==> src/rtl/length_sequencer.sv <==
// Issue/accumulate sequencer for a ribbon-length pipeline: registers accepted box
// dimensions onto the pipe interface and sums the returned per-box lengths.
module length_sequencer #(
  parameter int SIZE_WIDTH   = 8,
  parameter int LENGTH_WIDTH = 16,
  parameter int TOTAL_WIDTH  = 32,
  parameter int PIPE_LATENCY = 4
) (
  input  logic                    clk,
  input  logic                    rst_n,
  input  logic                    in_valid,
  output logic                    in_ready,
  input  logic [SIZE_WIDTH-1:0]   in_length,
  input  logic [SIZE_WIDTH-1:0]   in_width,
  input  logic [SIZE_WIDTH-1:0]   in_height,
  input  logic                    in_last,
  output logic                    pipe_size_valid,
  output logic [SIZE_WIDTH-1:0]   pipe_length,
  output logic [SIZE_WIDTH-1:0]   pipe_width,
  output logic [SIZE_WIDTH-1:0]   pipe_height,
  input  logic                    pipe_result_valid,
  input  logic [LENGTH_WIDTH-1:0] pipe_result,
  input  logic                    clear,
  output logic                    total_valid,
  output logic [TOTAL_WIDTH-1:0]  total,
  output logic [15:0]             box_count,
  output logic                    error
);

  localparam int CNT_WIDTH = $clog2(PIPE_LATENCY + 2);

  localparam logic [1:0] ST_RUN   = 2'd0;
  localparam logic [1:0] ST_DRAIN = 2'd1;
  localparam logic [1:0] ST_DONE  = 2'd2;

  logic [1:0]           state;
  logic [1:0]           state_next;
  logic                 ready_q;
  logic [CNT_WIDTH-1:0] inflight;
  logic                 accept;
  logic                 result_ok;
  logic                 result_bad;
  logic                 restart;

  // ready_q keeps in_ready low during reset and until the first edge after release.
  assign in_ready   = ready_q && (state == ST_RUN);
  assign accept     = in_valid && in_ready;
  assign result_ok  = pipe_result_valid && (inflight != '0) && (state != ST_DONE);
  assign result_bad = pipe_result_valid && !result_ok;
  assign restart    = clear && (state == ST_DONE);

  // NOTE: every variable assigned in always_comb gets a default first, so no latch is inferred.
  always_comb begin
    state_next = state;
    case (state)
      ST_RUN:   if (accept && in_last) state_next = ST_DRAIN;
      ST_DRAIN: if ((inflight == '0) && !pipe_size_valid && !pipe_result_valid)
                  state_next = ST_DONE;
      ST_DONE:  if (clear) state_next = ST_RUN;
      default:  state_next = ST_RUN;
    endcase
  end

  // NOTE: sequential state uses non-blocking assignments so every flop samples pre-edge values.
  always_ff @(posedge clk or negedge rst_n) begin
    if (!rst_n) begin
      state       <= ST_RUN;
      ready_q     <= 1'b0;
      total_valid <= 1'b0;
    end else begin
      state       <= state_next;
      ready_q     <= 1'b1;
      total_valid <= (state_next == ST_DONE);
    end
  end

  always_ff @(posedge clk or negedge rst_n) begin
    if (!rst_n) begin
      pipe_size_valid <= 1'b0;
      pipe_length     <= '0;
      pipe_width      <= '0;
      pipe_height     <= '0;
    end else begin
      pipe_size_valid <= accept;
      if (accept) begin
        pipe_length <= in_length;
        pipe_width  <= in_width;
        pipe_height <= in_height;
      end
    end
  end

  // Simultaneous issue and accepted result leave the count unchanged.
  always_ff @(posedge clk or negedge rst_n) begin
    if (!rst_n) begin
      inflight <= '0;
    end else begin
      case ({pipe_size_valid, result_ok})
        2'b10:   inflight <= inflight + CNT_WIDTH'(1);
        2'b01:   inflight <= inflight - CNT_WIDTH'(1);
        default: inflight <= inflight;
      endcase
    end
  end

  // Truncating the result before the add gives the same modulo-2^TOTAL_WIDTH sum.
  always_ff @(posedge clk or negedge rst_n) begin
    if (!rst_n) begin
      total     <= '0;
      box_count <= '0;
      error     <= 1'b0;
    end else begin
      if (restart) begin
        total     <= '0;
        box_count <= '0;
      end else if (result_ok) begin
        total     <= total + TOTAL_WIDTH'(pipe_result);
        box_count <= box_count + 16'd1;
      end
      if (result_bad) error <= 1'b1;
    end
  end

endmodule

==> config.mk <==
export PLATFORM = sky130hd
export DESIGN_NAME = length_sequencer
export DESIGN_NICKNAME = d
export VERILOG_FILES = /design/src/rtl/length_sequencer.sv
export SDC_FILE = /design/constraint.sdc
export NUM_CORES = 1
export LEC_CHECK = 0
export ABC_AREA = 1
export CORE_ASPECT_RATIO = 0.5
export CORE_MARGIN = 5
export CORE_UTILIZATION = 50
export CTS_CLUSTER_SIZE = 25
export DETAILED_ROUTE_END_ITERATION = 16
export PLACE_DENSITY_LB_ADDON = 0.05
export SLEW_MARGIN = 25
export SYNTH_ARGS = -nofsm -noshare
export SYNTH_HDL_FRONTEND = slang
export SYNTH_SLANG_ARGS = --single-unit
==> constraint.sdc <==
create_clock -name clk -period 2.7 [get_ports clk]
set_input_delay 0.54 -clock clk [delete_from_list [all_inputs] [get_ports clk]]
set_output_delay 0.54 -clock clk [all_outputs]
set_load 0.005 [all_outputs]
* Word level (Yosys, flattened, before mapping) *
Cells that the tools add are included.

word-level totals
  output and inout port bits = 76
  input bits = 46
  register bits after elaboration = 81
  logic and storage cells = 47

operators by class
  reduce and logical (&&, ||, !) cells = 17
  mux-type cells = 9
  equal/unequal tests = 6
  add/sub/neg operators = 4

operators with widths
  kind                                              count
  two-way mux 32 bit                                2
  adder 32 x 16 -> 32 bit                           1
  two-way mux 16 bit                                2
  adder 16 x 1 -> 16 bit, second input constant     1
  logical AND 1 bit                                 9
  == test 2 bit, second input constant              3
  two-way mux 2 bit                                 3
  case mux 2 bit (3 select lines)                   1
  case mux 3 bit (2 select lines)                   1
  == test 2 x 1 -> 1 bit, second input constant     2
  nonzero test 2 bit                                2
  adder 3 x 1 -> 3 bit, second input constant       1
  logical NOT 1 bit                                 3
  logical NOT 3 bit                                 1
  nonzero test 3 bit                                1
  subtractor 3 x 1 -> 3 bit, second input constant  1
  logical NOT 2 bit                                 1
  inequality test 2 bit, second input constant      1

* Longest topological paths before layout *
Gate-level depths: netlist of run 1.

  word-level depth = 7
  depth in mapped cells = 12
  gate-level depth less buffers = 12

* Least setup slack after synthesis of run 1 *
No wires, ideal clock.

  kind = register to register
  start = reg state[1]
  end = reg inflight[2]
  clock period less this slack = 2.004 ns
  data required time = 2.569 ns
  arrival time = 1.874 ns
  library setup time = 0.131 ns
  buffers on the path = 1
  slack = 0.696 ns
  cell stages (with the launch flop) = 13
  cells stage by stage = dfrtp_1 -> inv_2 -> nor2_2 -> inv_2 -> nand3_4 -> inv_2 -> buf_6 -> ha_1 -> inv_1 -> fa_1 -> a21oi_1 -> o21ai_0 -> xor2_1

between the ends
  word-level cells in the longest chain between the ends = 4
  elaborated cells between the ends (all ways) = 6
  classes of those cells = eq/ne (3); mux (1); reduce/logical (2)

RTL lines
  what                                                                   line  text
  start, declared                                                        36    logic [1:0] state;
  start signal, assigned                                                 71    state <= state_next;
  inequality test 2 bit *                                                48    assign result_ok = pipe_result_valid && (inflight != '0) && (state != ST_DONE);
  logical AND 1 bit *                                                    48
  == test 2 x 1 -> 1 bit or == test 2 bit (tied branches)                98    case ({pipe_size_valid, result_ok})
  case mux 3 bit (2 select lines) or nonzero test 2 bit (tied branches)  --
  end signal, assigned                                                   99    2'b10: inflight <= inflight + CNT_WIDTH'(1);
  end signal, assigned                                                   100   2'b01: inflight <= inflight - CNT_WIDTH'(1);
  end signal, assigned                                                   101   default: inflight <= inflight;
  end, declared                                                          39    logic [CNT_WIDTH-1:0] inflight;

Mark *: on every way between the ends. The rest lies on a longest branch, timed or not.
A chain may end at the register's enable or synchronous reset.

* Final worst setup path of run 1 *
  start = in pipe_result[0]
  end = reg total[16]

between the ends
  word-level cells in the longest chain between the ends = 3

RTL lines
  what                     line  text
  start, declared          22    input logic [LENGTH_WIDTH-1:0] pipe_result,
  adder 32 x 16 -> 32 bit  117   total <= total + TOTAL_WIDTH'(pipe_result);
  two-way mux 32 bit       116   end else if (result_ok) begin
  two-way mux 32 bit       113   if (restart) begin
  end signal, assigned     117
  end, declared            25    output logic [TOTAL_WIDTH-1:0] total,

Every way passes these cells. The select of a mux whose other input is x is not followed.

==> run summary, run 1 <==
Mean Syn Cell Area: 7.131 sq um
Core Rows: 25
max cap viols: 0
total power per unit cell area: 1016 mW/mm^2
fillcell total: 822
Final Critical Period: 2212 ps
Final Setup Violations: 0
vias per inst: 5.087
Clock Skews: 6.119 ps
Net Sw Frac: 41.43%
CTS Hold Bufs: 0
starting density of the core: 51.54%
fmax: 452.0 MHz
Compound-Gate Fraction of Synth Area: 8.735%
post-synth cell types: 42
die area: 0.01197 sq mm
Critical Path RT: 2930 ps
CTS root buf: clkbuf_16
status: complete, no violations
Sink Count: 81
mux share of post-synthesis cell area: 0%
Int Pwr: 3872 uW
post-CTS resize count: 0
ant diodes: 0
post-DR wirelength/cell: 14.02 um
layout cell share with drive strength beyond 1: 6.143%
remaining global-route overflow: 0
via count: 4828
DIE WIDTH: 149.8 um
Yosys warnings: 0
Slew HR: 55.18%
placed wire-length estimate: 9792 um
Seq pwr share: 31.9%
Max Slew Vio Count: 0
most frequent cells in the layout: nand2_1, clkdlybuf4s50_1, dfrtp_1, inv_1, nor2_1
Arrival @ worst endpoint: 2440 ps
Clock Latency Late Sink: 340 ps
IO buf count: 121
GPL Wtd Cong: 0.8843
Tcrit/Tclk final: 81.94%
drt first pass iters: 7
Net Sw Power: 2739 uW
Syn Inst Count: 685
largest net degree at the start of global routing: 49
DRT Wirelength: 13300 um
Startpoint Class: primary input
total CTS buffers: 9
ys flop type: dfrtp_1
Crit. End Element: flip-flop
setup slack, reg-to-reg: 690 ps
Post-CTS Setup Bufs: 0
Adder-Cell Fraction of Synth Area: 5.430%
dominant combinational cell family by area after synthesis: simple AND/OR/NAND/NOR gates
CTS tree: built
Clock Power Share: 18.1%
drt drc: 0
initial antenna violation count: 0
Clock Pin Slew Worst Setup and Hold Paths: 70 ps
Area contributors post-synth: dfrtp_1, nand2_1, inv_1, nor2_1, ha_1
top cell type's share of synthesized area: 41.50%
GRT Total Usage: 23.38%
Syn Std Cell Area: 0.004885 sq mm
WS Path Type: in -> reg
setup TNS: 0 ps
Final ANT Viol Nets: 0
first-pass GRT wire length: 22330 um
I/O pins: 122
H-tree depth: 3
Post-synth EDFFs: 0
commonest non-fill, non-tap cell in the layout: nand2_1
# nets final: 875
unrepaired setup endpoints after global routing: no
post-synthesis xor/xnor area fraction: 0.5379%
synthesized flop and latch total: 81
Mapped Nets: 751
Max clock buf depth: 2
Async SR Flop Fraction: 100.0%
Vert. Die Dim: 79.89 um
share of the yosys chip area belonging to registers: 41.50%
area leader, netlist: dfrtp_1
Simple-Gate Fraction of Synth Area: 35.66%
share of power burned in combinational logic: 50.0%
Hold Violations, Final: 0
critical path fanouts, max: 4
synthesis-to-layout area growth: 33.17%
Tightest Pin Transition: 672.3 ps
core area: 0.009478 sq mm
maximum VDD drop: 0.5376 mV
Leakage: 0.003313 uW
vias in the first global route: 4597
worst hold-check path type: in -> async
final core utilization: 68.63%
initial drt markers: 257
-- worst max-delay path, cell delays in order --
cell and delay, ps:
clkdlybuf4s50_1 400, ha_1 250, fa_1 440, nand2_1 110, nand3_1 90, nand3_1 90
nand2_1 110, nand3_1 90, nand2_1 110, a21oi_1 150, nor2_1 60
-- area by class of cell --
cell class	count	area [sq um]	area share, %
inverters	80	302.8	4.655
multi-input cells	511	2464	37.87
flip-flops and latches	81	2027	31.16
clock buffers	9	225.2	3.462
repair buffers	126	1259	19.35
clock inverters	7	58.81	0.9040
well taps	135	168.9	2.597
-- layer usage --
metal  up-vias  GRT usage, %  share of wire, %
li1       2410             -                 -
met1      2224         29.92                45
met2       175         39.19                45
met3        19         7.374               8.0
met4         0         5.109               1.3
met5         -             0                 0
-- sequential cells by signal (all words and copies together) (netlist names) --
name and cells:
box_count 16, error 1, inflight 3, pipe_height 8, pipe_length 8, pipe_size_valid 1, pipe_width 8, ready_q 1
state 2, total 32, total_valid 1
-- through the flow --
| stage | power, uW | setup slack (ps) | instance area, sq um | instances | hold WS [ps] |
|---|---|---|---|---|---|
| 2_1_floorplan | 3907 | 695.5 | 4885 | 685 | 244.4 |
| 3_3_place_gp | 5340 | 211.2 | 6221 | 933 | 437.6 |
| 3_5_place_dp | 5417 | 164.7 | 6221 | 933 | 463.6 |
| 4_1_cts | 6652 | 517.2 | 6505 | 949 | 256.0 |
| 5_1_grt | 7204 | 326.9 | 6505 | 949 | 289.6 |
| 6_report | 6612 | 487.7 | 6505 | 949 | 223.8 |
-- final timing paths --
path | end | from | cells after the start
max | total[16] | pipe_result[0] | 11
min | total[14] | rst_n | 1
max reg2reg | total[16] | total[0] | 10
min reg2reg | inflight[0] | inflight[0] | 1
max in group asynchronous | pipe_width[0] | rst_n | 2
min in group clk | inflight[0] | inflight[0] | 1
-- cell usage after synthesis, drive strengths merged, types with 2 or more instances --
library cell and number:
nand2 268, dfrtp 81, inv 80, nor2 71, nand3 44, a21oi 42
o21ai 30, ha 18, buf 11, nor3 8, nand4 7, a22o 3
or2 3, clkbuf 2, fa 2, nand3b 2, nor4 2, xor2 2
-- cell families after synthesis --
kind of cell	Yosys count
other	1
buffers and inverters	93
AO/OA/AOI/OAI	80
flip-flops	81
adder cells (fa/ha/maj)	20
AND/OR/NAND/NOR	407
XOR/XNOR	3
-- power by group through the flow --
stage                     combinational [uW]  sequential (uW)  clock [uW]
after detailed placement                3310             2110           0
after floorplan                         1820             2090           0
final                                   3300             2110        1200
after global routing                    3740             2190        1270
after global placement                  3240             2100           0
after CTS                               3320             2110        1220
No activity file was read; power rests on OpenSTA's default activity.
==> inputs of run 2 (changes only) <==
--- a/config.mk
+++ b/config.mk
@@ -8,7 +8,7 @@
 export ABC_AREA = 1
 export CORE_ASPECT_RATIO = 0.5
 export CORE_MARGIN = 5
-export CORE_UTILIZATION = 50
+export CORE_UTILIZATION = 45
 export CTS_CLUSTER_SIZE = 25
 export DETAILED_ROUTE_END_ITERATION = 16
 export PLACE_DENSITY_LB_ADDON = 0.05
==> constraint.sdc (replaced) <==
create_clock -name clk -period 1.95 [get_ports clk]
set_input_delay 0.39 -clock clk [delete_from_list [all_inputs] [get_ports clk]]
set_output_delay 0.39 -clock clk [all_outputs]
set_load 0.005 [all_outputs]
==> run 2 against run 1 <==
Final cell count rose by 3.9%; total power grew 51%; sequential power up 40%; sequential share of layout area decreased by 2.2 points; via count grew 0.95%; register-to-register slack worse by 560 ps; largest cell class unchanged.
==> run summary, run 2 (synthesis results as in run 1) <==
Arrival @ worst endpoint: 2140 ps (-300 ps)
Hold Violations, Final: 0 (unchanged)
WS Path Type: in -> reg
largest net degree at the start of global routing: 45 (-8.2%)
critical path fanouts, max: 5 (+1)
unrepaired setup endpoints after global routing: yes
Critical Path RT: 2180 ps (-750 ps)
GRT Total Usage: 20.71% (-2.7 points)
DIE WIDTH: 157.3 um (+5.0%)
via count: 4874 (+0.95%)
Layout Cells excl Fill: 986 (+3.9%)
# nets final: 907 (+3.7%)
Sink Count: 81 (unchanged)
Clock Latency Late Sink: 350 ps (about the same)
status: complete, no violations
CTS tree: built
vias per inst: 4.943 (-2.8%)
final core utilization: 67.26% (-1.4 points)
maximum VDD drop: 0.6337 mV (+18%)
Tcrit/Tclk final: 97.98%
worst hold-check path type: in -> reg
most frequent cells in the layout: nand2_1, clkdlybuf4s50_1, dfrtp_1, inv_1, nor2_1
Placed Cells: 969 (+3.9%)
core area: 0.01041 sq mm (+9.8%)
max reg flops: 32 (unchanged)
Clock Skews: 11.29 ps (+5.173 ps)
I/O pins: 122 (unchanged)
fmax: 523.4 MHz
die area: 0.01316 sq mm (+10%)
CTS root buf: clkbuf_16
Final Critical Period: 1911 ps
post-DR wirelength/cell: 13.97 um (-0.32%)
IO buf count: 121 (unchanged)
initial drt markers: 288 (+12%)
DRT Wirelength: 13780 um (+3.6%)
commonest non-fill, non-tap cell in the layout: nand2_1
register with the most flip-flops: total
Core Rows: 26 (+4.0%)
Final Setup Violations: 0 (unchanged)
ant diodes: 0 (unchanged)
placed wire-length estimate: 10120 um (+3.4%)
Startpoint Class: primary input
Clock Pin Slew Worst Setup and Hold Paths: 60 ps (about the same)
drt drc: 0 (unchanged)
starting density of the core: 46.92% (-4.6 points)
Leakage: 0.003502 uW (+5.7%)
first-pass GRT wire length: 22170 um (-0.71%)
Max Slew Vio Count: 0 (unchanged)
Crit. End Element: flip-flop
remaining global-route overflow: 0 (unchanged)
drt first pass iters: 5 (-2)
initial antenna violation count: 0 (unchanged)
layout cell share with drive strength beyond 1: 13.71% (+7.6 points)
Final ANT Viol Nets: 0 (unchanged)
Max clock buf depth: 2 (unchanged)
Vert. Die Dim: 83.67 um (+4.7%)
total CTS buffers: 9 (unchanged)
synthesis-to-layout area growth: 43.34%
GPL Wtd Cong: 0.8980 (+1.5%)
vias in the first global route: 4608 (+0.24%)
Largest regs: total x32, box_count x16
H-tree depth: 3 (unchanged)
max cap viols: 0 (unchanged)
total power per unit cell area: 1429 mW/mm^2 (+41%)
-- run 2: metal layers --
metal	track usage (%)	vias to the layer above	routed length [um]
met5	0	-	0
met4	4.294	0	161
met3	7.509	16	1191
met2	32.75	129	6133
met1	27.42	2254	6292
li1	-	2475	-
-- run 2: worst max-delay path: stages --
cell and delay [ps]:
clkdlybuf4s50_1 470, ha_2 310, nand2_1 120, inv_1 50
nand2_1 60, nand2_1 70, a21oi_1 240, nand3_2 200
a21oi_1 170, nor2_1 60
-- run 2: area by class of cell --
class | instances | area [sq um]
Clock buffer | 10 | 239.0
Tap cell | 140 | 175.2
Multi-Input combinational cell | 511 | 2685
Sequential cell | 81 | 2027
Timing Repair Buffer | 158 | 1515
Inverter | 80 | 305.3
Clock inverter | 6 | 55.05
Fill cell | 928 | 3408
-- run 2: path summary, 6_finish.rpt --
path / startpoint / endpoint / slack (ps) / cells past startpoint
min in group asynchronous: rst_n / total[5] / 500 / 2
max: pipe_result[13] / total[27] / 40 / 10
min: pipe_result[0] / total[0] / 450 / 3
max in group asynchronous: rst_n / box_count[10] / 850 / 3
min reg2reg: error / error / 470 / 1
max reg2reg: total[13] / total[19] / 130 / 10
-- run 2: stage by stage --
stage | hold slack [ps] | power (uW) | area (sq um) | setup slack [ps] | TNS, ps
global placement | 342.4 | 7857 | 6477 | -309.3 | -7150
floorplan | 94.41 | 5421 | 4890 | 27.87 | 0
global route | 469.7 | 10830 | 7002 | -44.64 | -233.5
CTS | 473.8 | 9699 | 6783 | 38.99 | 0
detailed placement | 343.7 | 7948 | 6477 | -362.7 | -8073
finish | 454.1 | 10010 | 7002 | 39.44 | 0
-- run 2: what timing repair did --
| action | CTS | global route |
|---|---|---|
| resized for setup | 2 | 42 |
| hold endpoints to repair | 24 | 0 |
| setup endpoints to repair | 3 | 24 |
| pin swaps | 0 | 8 |
| hold buffers | 1 | 0 |
| buffers inserted | 0 | 0 |
-- run 2: power breakdown --
part	internal (uW)	leakage (uW)	switching (uW)
combinational	2690	0.00235	2670
sequential	2340	0.00101	603
clock	926	0.000146	775
